File: src/rtl/csa_pkg.sv
// rtl/csa_pkg.sv - shared types and helpers for the carry-save resolver
package csa_pkg;

    typedef enum logic [1:0] {
        IDLE = 2'd0,
        RUN  = 2'd1,
        HOLD = 2'd2
    } csa_state_t;

    // Number of chunk steps needed to resolve a full operand.
    function automatic int nchunk(input int width, input int chunk);
        return width / chunk;
    endfunction

    // Legal geometry: positive chunk that tiles the operand exactly.
    function automatic bit chunk_ok(input int width, input int chunk);
        return (chunk > 0) && (width >= chunk) && ((width % chunk) == 0);
    endfunction

endpackage

File: src/rtl/csa_chunk_adder.sv
// rtl/csa_chunk_adder.sv - combinational CHUNK-bit ripple adder built from full-adder cells
module csa_chunk_adder #(
    parameter int CHUNK = 4
) (
    input  logic [CHUNK-1:0] a,
    input  logic [CHUNK-1:0] b,
    input  logic             cin,
    output logic [CHUNK-1:0] s,
    output logic             cout
);

    logic [CHUNK:0] c;

    assign c[0] = cin;

    // One full-adder cell per bit; the ripple is only CHUNK deep.
    for (genvar i = 0; i < CHUNK; i++) begin : g_fa
        assign s[i]   = a[i] ^ b[i] ^ c[i];
        assign c[i+1] = (a[i] & b[i]) | (c[i] & (a[i] ^ b[i]));
    end

    assign cout = c[CHUNK];

endmodule

File: src/rtl/csa_resolver.sv
// rtl/csa_resolver.sv - resolves a carry-save pair into a binary sum CHUNK bits per clock
module csa_resolver
    import csa_pkg::*;
#(
    parameter int WIDTH = 16,
    parameter int CHUNK = 4
) (
    input  logic             clk,
    input  logic             rst,
    input  logic             in_valid,
    output logic             in_ready,
    input  logic [WIDTH-1:0] in_sum,
    input  logic [WIDTH-1:0] in_carry,
    output logic             out_valid,
    input  logic             out_ready,
    output logic [WIDTH:0]   result,
    output logic             busy
);

    localparam int NCHUNK = nchunk(WIDTH, CHUNK);
    localparam int IDXW   = (NCHUNK > 1) ? $clog2(NCHUNK) : 1;
    localparam logic [IDXW-1:0] IDX_LAST = IDXW'(NCHUNK - 1);

    if (!chunk_ok(WIDTH, CHUNK)) begin : g_bad_geometry
        $error("csa_resolver: WIDTH must be a positive multiple of CHUNK");
    end

    csa_state_t       state_q, state_d;
    logic [WIDTH-1:0] sum_q, sum_d;
    logic [WIDTH-1:0] carry_q, carry_d;
    logic [IDXW-1:0]  idx_q, idx_d;
    logic             c_q, c_d;
    logic [WIDTH:0]   result_q, result_d;

    logic             accept;
    int               base;
    logic [CHUNK-1:0] ch_s;
    logic             ch_cout;

    assign in_ready  = (state_q == IDLE) | ((state_q == HOLD) & out_ready);
    assign accept    = in_valid & in_ready;
    assign out_valid = (state_q == HOLD);
    assign busy      = (state_q == RUN);
    assign result    = result_q;
    assign base      = int'(idx_q) * CHUNK;

    csa_chunk_adder #(
        .CHUNK (CHUNK)
    ) u_chunk (
        .a    (sum_q[base +: CHUNK]),
        .b    (carry_q[base +: CHUNK]),
        .cin  (c_q),
        .s    (ch_s),
        .cout (ch_cout)
    );

    // Next-state: step one chunk per RUN cycle, hold the result until taken, reload on accept.
    always_comb begin
        state_d  = state_q;
        sum_d    = sum_q;
        carry_d  = carry_q;
        idx_d    = idx_q;
        c_d      = c_q;
        result_d = result_q;

        case (state_q)
            IDLE: ;
            RUN: begin
                result_d[base +: CHUNK] = ch_s;
                c_d = ch_cout;
                if (idx_q == IDX_LAST) begin
                    result_d[WIDTH] = ch_cout;
                    state_d         = HOLD;
                end else begin
                    idx_d = idx_q + IDXW'(1);
                end
            end
            HOLD: begin
                if (out_ready) begin
                    state_d = IDLE;
                end
            end
            default: state_d = IDLE;
        endcase

        // Accept only fires in IDLE or in HOLD while the result is being taken.
        if (accept) begin
            sum_d   = in_sum;
            carry_d = in_carry;
            idx_d   = '0;
            c_d     = 1'b0;
            state_d = RUN;
        end
    end

    // State and datapath registers; reset drops any operation in flight.
    always_ff @(posedge clk) begin
        if (rst) begin
            state_q  <= IDLE;
            sum_q    <= '0;
            carry_q  <= '0;
            idx_q    <= '0;
            c_q      <= 1'b0;
            result_q <= '0;
        end else begin
            state_q  <= state_d;
            sum_q    <= sum_d;
            carry_q  <= carry_d;
            idx_q    <= idx_d;
            c_q      <= c_d;
            result_q <= result_d;
        end
    end

endmodule

File: config.mk
export PLATFORM = sky130hd
export DESIGN_NAME = csa_resolver
export DESIGN_NICKNAME = d
export VERILOG_FILES = /design/src/rtl/csa_pkg.sv /design/src/rtl/csa_chunk_adder.sv /design/src/rtl/csa_resolver.sv
export SDC_FILE = /design/constraint.sdc
export NUM_CORES = 1
export LEC_CHECK = 0
export CAP_MARGIN = 5
export CORE_MARGIN = 2
export CORE_UTILIZATION = 55
export DETAILED_ROUTE_END_ITERATION = 7
export PLACE_DENSITY = 0.89
export SYNTH_ARGS = -nofsm -noshare
export SYNTH_HDL_FRONTEND = slang
export SYNTH_SLANG_ARGS = --single-unit
File: constraint.sdc
create_clock -name clk -period 5.85 [get_ports clk]
set_clock_uncertainty 0.2 [all_clocks]
set_input_delay 1.755 -clock clk [delete_from_list [all_inputs] [get_ports clk]]
set_output_delay 1.755 -clock clk [all_outputs]
set_load 0.05 [all_outputs]
==> results of run 1 <==
-- synth_stat cells, types with 4 or more instances --
library cell   n  share of area (%)
dfxtp_1       54                 39
or4_1          4                1.1
a21oi_1       12                2.2
ha_1           7                3.2
buf_2          8                1.5
o32ai_1        4                1.3
inv_1         11                1.5
nor2_1         4               0.54
nand4_1        6                1.4
nand2b_1      69                 16
clkbuf_1      12                1.6
mux4_2         8                6.5
nand2_1       12                1.6
fa_1           4                2.9
mux2i_1       34                 12
-- final timing paths --
check,slack [ns],startpoint,end,cells past startpoint
min,0.26,result[1],result[1],2
max reg2reg,2.32,idx_q[0],result[7],9
min reg2reg,0.26,result[1],result[1],2
max,0.71,out_ready,in_ready,4
-- per-stage QoR --
stage / cells / util, % / hold slack, ns / setup WS [ns] / instance area (um2)
after floorplan: 275 / - / 0.245 / 1.45 / 2760
after global placement: 377 / 69.0 / 0.239 / 0.737 / 3300
final: 385 / 72.0 / 0.255 / 0.708 / 3440
after detailed placement: 377 / 69.0 / 0.244 / 0.701 / 3300
after CTS: 385 / 72.0 / 0.256 / 0.695 / 3440
after global routing: 385 / 72.0 / 0.280 / 0.624 / 3440
-- registers in the layout, summed over array words and instances, names as in the netlist --
signal / cells
state_q: 2
carry_q: 16
idx_q: 2
result: 17
sum_q: 16
c_q: 1
-- routing by layer --
metal,GRT usage (%),up-vias
met3,3.08,5
met2,35.7,62
li1,-,1011
met5,0,-
met4,6.55,0
met1,25.6,955
-- critical path: stages --
cell	delay [ns]
clkdlybuf4s50_1	0.47
nor2b_1	0.07
nor2_1	0.09
clkdlybuf4s50_1	0.80
-- power groups by stage --
stage | logic, mW | clock network [mW] | registers (mW)
floorplan | 0.0870 | 0 | 0.406
global placement | 0.128 | 0 | 0.407
detailed placement | 0.131 | 0 | 0.408
CTS | 0.132 | 0.305 | 0.400
global route | 0.142 | 0.320 | 0.403
finish | 0.131 | 0.303 | 0.400
-- logic make-up after synthesis --
family                     after synthesis  share of synthesized area, %
AOI/OAI and AO/OA                       20                          4.63
xor gates and xnor gates                 1                         0.318
adders and majority gates               11                          6.08
buffers and inverters                   32                          4.99
DFF                                     54                          39.2
muxes                                   42                          18.9
and+or+nand+nor                        115                          25.9
-- layout make-up --
cell class	count	area [um2]	share of cell area (%)
clock buffers	6	82.6	2.40
clock inverters	2	60.1	1.74
inverters	11	41.3	1.20
multi-input cells	189	1540	44.8
flip-flops and latches	54	1080	31.4
well taps	67	83.8	2.43
repair buffers	56	553	16.1
==> results.md, run 1 <==
* Largest net degree at the start of global routing at 91
* Psw at 0.197 mW
* Combinational power share at 15.8%
* CTS hold repair buffers at 0
* Post-route clock period utilization at 87.9%
* CTS root buf: clkbuf_8
* Num CTS Buffers at 5
* H-tree Lvls at 2
* Net count after synthesis at 322
* Antenna Nets Post-Route at 0
* WL per Instance at 13.6 um
* Clock share of power at 36.3%
* Placer Congestion at 0.795
* Worst Setup End Kind: output port
* CP Launch Type: input pin
* Total of max-cap violations at 0
* Worst-path fanout max at 3
* First-pass GRT wire length at 8740 um
* Post-synthesis async set-or-reset flop share at 0%
* Clock buffer depth at 2
* Count of cell types in the netlist at 30
* Die H at 74.8 um
* Switching Share at 23.6%
* CTS tree: yes
* Least-Margin Pin Slew at 1.13 ns
* Most common cell after layout, fill and taps aside: nand2b_1
* Seq/Total Area, Yosys at 39.2%
* Most frequent cells in the layout: nand2b_1 (69), dfxtp_1 (54), clkdlybuf4s50_1 (54)
* Status: finished, final reports clean
* Fmax at 194 MHz
* Number of fill cells at 363
* First-pass iteration count of the detailed router at 4
* Input/output buffers at 55
* Met3 routed WL at 219 um
* Synthesis-stage register bit count at 54
* PnR Total Power at 0.835 mW
* Nets at 364
* CORE AREA at 0.00479 mm2
* Slew HR at 24.6%
* Vias in the first global route at 1,921
* WS Path Type: in2out
* Dpl hpwl at 3620 um
* Row count at 25
* Synth warnings at 0
* Uppermost layer routed: met4
* Endpoints failing hold at 0
* Clk pin slew, worst setup/hold paths at 0.09 ns
* Setup_tns at 0 ns
* DR WL met2 at 2660 um
* Final setup viols at 0
* Via Count at 2,033
* Num Clock Sinks at 54
* Initial Util at 57.6%
* Worst Path Arrival at 3.19 ns
* Internal at 0.637 mW
* P_leak at 1.25 nW
* Top_reg_cell synth: dfxtp_1
* Crit path time final at 5.14 ns
* Post CTS Setup Buffer Count at 0
* Die area at 0.00559 mm2
* Ratio of cells with drive above 1 in the final layout at 6.92%
* Sequential share of power at 47.9%
* CP Data Required Time at 3.89 ns
* I/O pin count at 56
* Initial antenna violation count at 0
* Met1 WL at 2300 um
* Mean Syn Cell Area at 10.0 um2
* Skew-Pair Late Insertion Delay at 0.31 ns
* GRT overflow at 0
* Diode count at 0
* Total Routing Usage GR at 20.3%
* Min-delay worst type: reg2reg
* Post-DR vias/cell at 5.28
* Area Growth Syn to Fin at 25.0%
* EDFF count, synth at 0
* Initial DRC count at 168
* Post-Synthesis Cells at 275
* Resized cells post-CTS at 0
* RSZ-0062 raised after global routing: no
* Power per cell area at 242 mW/mm2
* Synth Cell Area at 0.00276 mm2
* Wirelength, routed at 5230 um
* Chip Width at 74.8 um
* Final Max Tran Viols at 0
* Post-route DRC at 0
* Worst VDD drop at 0.000154 V
Note: power is estimated with default switching activity, not from simulation.
==> run 2, diff against run 1 <==
--- a/config.mk
+++ b/config.mk
@@ -6,6 +6,7 @@
 export NUM_CORES = 1
 export LEC_CHECK = 0
 export CAP_MARGIN = 5
+export CORE_ASPECT_RATIO = 1.25
 export CORE_MARGIN = 2
 export CORE_UTILIZATION = 55
 export DETAILED_ROUTE_END_ITERATION = 7
==> run 2 against run 1 <==
Compared with the run above:
- combinational power is essentially flat
- first-iteration DRC count shrank 24%
- die area is essentially flat
- critical endpoint unchanged
==> results.md, run 2 (synthesis gave the netlist of run 1 again) <==
* Psw at 0.190 mW
* Final setup viols at 0
* Sequential share of power at 51.1%
* Design area at 0.00341 mm2
* Post-DR vias/cell at 5.33
* Slew HR at 28.1%
* Worst VDD drop at 0.000126 V
* Diode count at 0
* Largest net degree at the start of global routing at 91
* Dpl hpwl at 3480 um
* Post CTS Setup Buffer Count at 0
* Hold Slack at 0.256 ns
* CTS tree: yes
* Ratio of cells with drive above 1 in the final layout at 6.62%
* GRT overflow at 0
* Num CTS Buffers at 5
* Most frequent cells in the layout: nand2b_1 (69), dfxtp_1 (54), clkdlybuf4s50_1 (54)
* Wirelength, routed at 4940 um
* Power per cell area at 229 mW/mm2
* Resized cells post-CTS at 0
* Total of max-cap violations at 0
* CTS hold repair buffers at 0
* I/O pin count at 56
* Skew-Pair Late Insertion Delay at 0.30 ns
* Final Max Tran Viols at 0
* Chip Width at 67.3 um
* CP Launch Type: input pin
* Endpoints failing hold at 0
* Initial antenna violation count at 0
* CP Data Required Time at 3.89 ns
* Crit path time final at 5.13 ns
* Num Clock Sinks at 54
* R2R Setup Slk at 2.31 ns
* R2r worst-path depth at 9
* Placer Congestion at 0.855
* Clk pin slew, worst setup/hold paths at 0.09 ns
* Row count at 28
* Post-route clock period utilization at 87.6%
* Switching Share at 24.3%
* Die H at 83.2 um
* Fmax at 195 MHz
* Initial Util at 57.4%
* Hold Crit Depth at 2
* First-pass iteration count of the detailed router at 4
* Area Growth Syn to Fin at 23.6%
* Worst Setup End Kind: output port
* Status: finished, final reports clean
* WL per Instance at 13.1 um
* Least-Margin Pin Slew at 1.08 ns
* Initial DRC count at 128
* WS Path Type: in2out
* Total Routing Usage GR at 19.3%
* CORE AREA at 0.00480 mm2
* Non-filler cells, final at 377
* Post-route DRC at 0
* Combinational power share at 16.8%
* H-tree Lvls at 2
* CTS root buf: clkbuf_8
* Vias in the first global route at 1,930
* Die area at 0.00560 mm2
* PnR Total Power at 0.782 mW
* Via Count at 2,009
* Setup_tns at 0 ns
* Min-delay worst type: reg2reg
* Clock share of power at 32.0%
* Placed Cells at 370
* Nets at 364
* Clock buffer depth at 2
* RSZ-0062 raised after global routing: no
* Max reg flops at 17
* Placement Cell Area at 0.00329 mm2
* Worst-path fanout max at 3
* First-pass GRT wire length at 8510 um
* Internal at 0.592 mW
* Antenna Nets Post-Route at 0
* Input/output buffers at 55
* P_leak at 1.23 nW
* Worst Path Arrival at 3.17 ns
* Most common cell after layout, fill and taps aside: nand2b_1
-- run 2: cell count changes in the layout (fill, tap and decap cells not counted) --
cell,change
bufinv_16,-1
-- run 2: power groups by stage --
stage	clock network (mW)	registers [mW]	logic, mW
5_1_grt	0.266	0.402	0.143
6_report	0.250	0.400	0.132
3_5_place_dp	0	0.408	0.132
4_1_cts	0.256	0.400	0.132
2_1_floorplan	0	0.406	0.0870
3_3_place_gp	0	0.407	0.129
-- run 2: worst paths after layout --
check,endpoint,from
min reg2reg,result[0],result[0]
max,in_ready,out_ready
min,result[0],result[0]
max reg2reg,result[7],idx_q[0]
-- run 2: final cells by class --
cell class	count	area, um2
clock buffers	6	82.6
multi-input cells	189	1540
fillers	372	1390
repair buffers	56	553
inverters	11	41.3
flip-flops and latches	54	1080
clock inverters	1	30.0
well taps	60	75.1
-- run 2: critical path, stage by stage --
cell and delay (ns):
clkdlybuf4s50_1 0.45, nor2b_1 0.07, nor2_1 0.09, clkdlybuf4s50_1 0.81
-- run 2: per-layer routing --
metal  routed length, um  up-vias  share of wire (%)  track usage [%]
li1                    -     1019                  -                -
met1                2160      917                 44             23.8
met2                2490       65                 50             33.0
met3                 223        8                4.5             4.20
met4                  74        0                1.5             5.38
met5                   0        -                  0                0
-- run 2: through the flow --
step	setup WS, ns	util [%]
detailed placement	0.711	68.6
finish	0.723	71.0
CTS	0.711	71.0
global placement	0.742	68.6
global route	0.631	71.0
floorplan	1.45	-
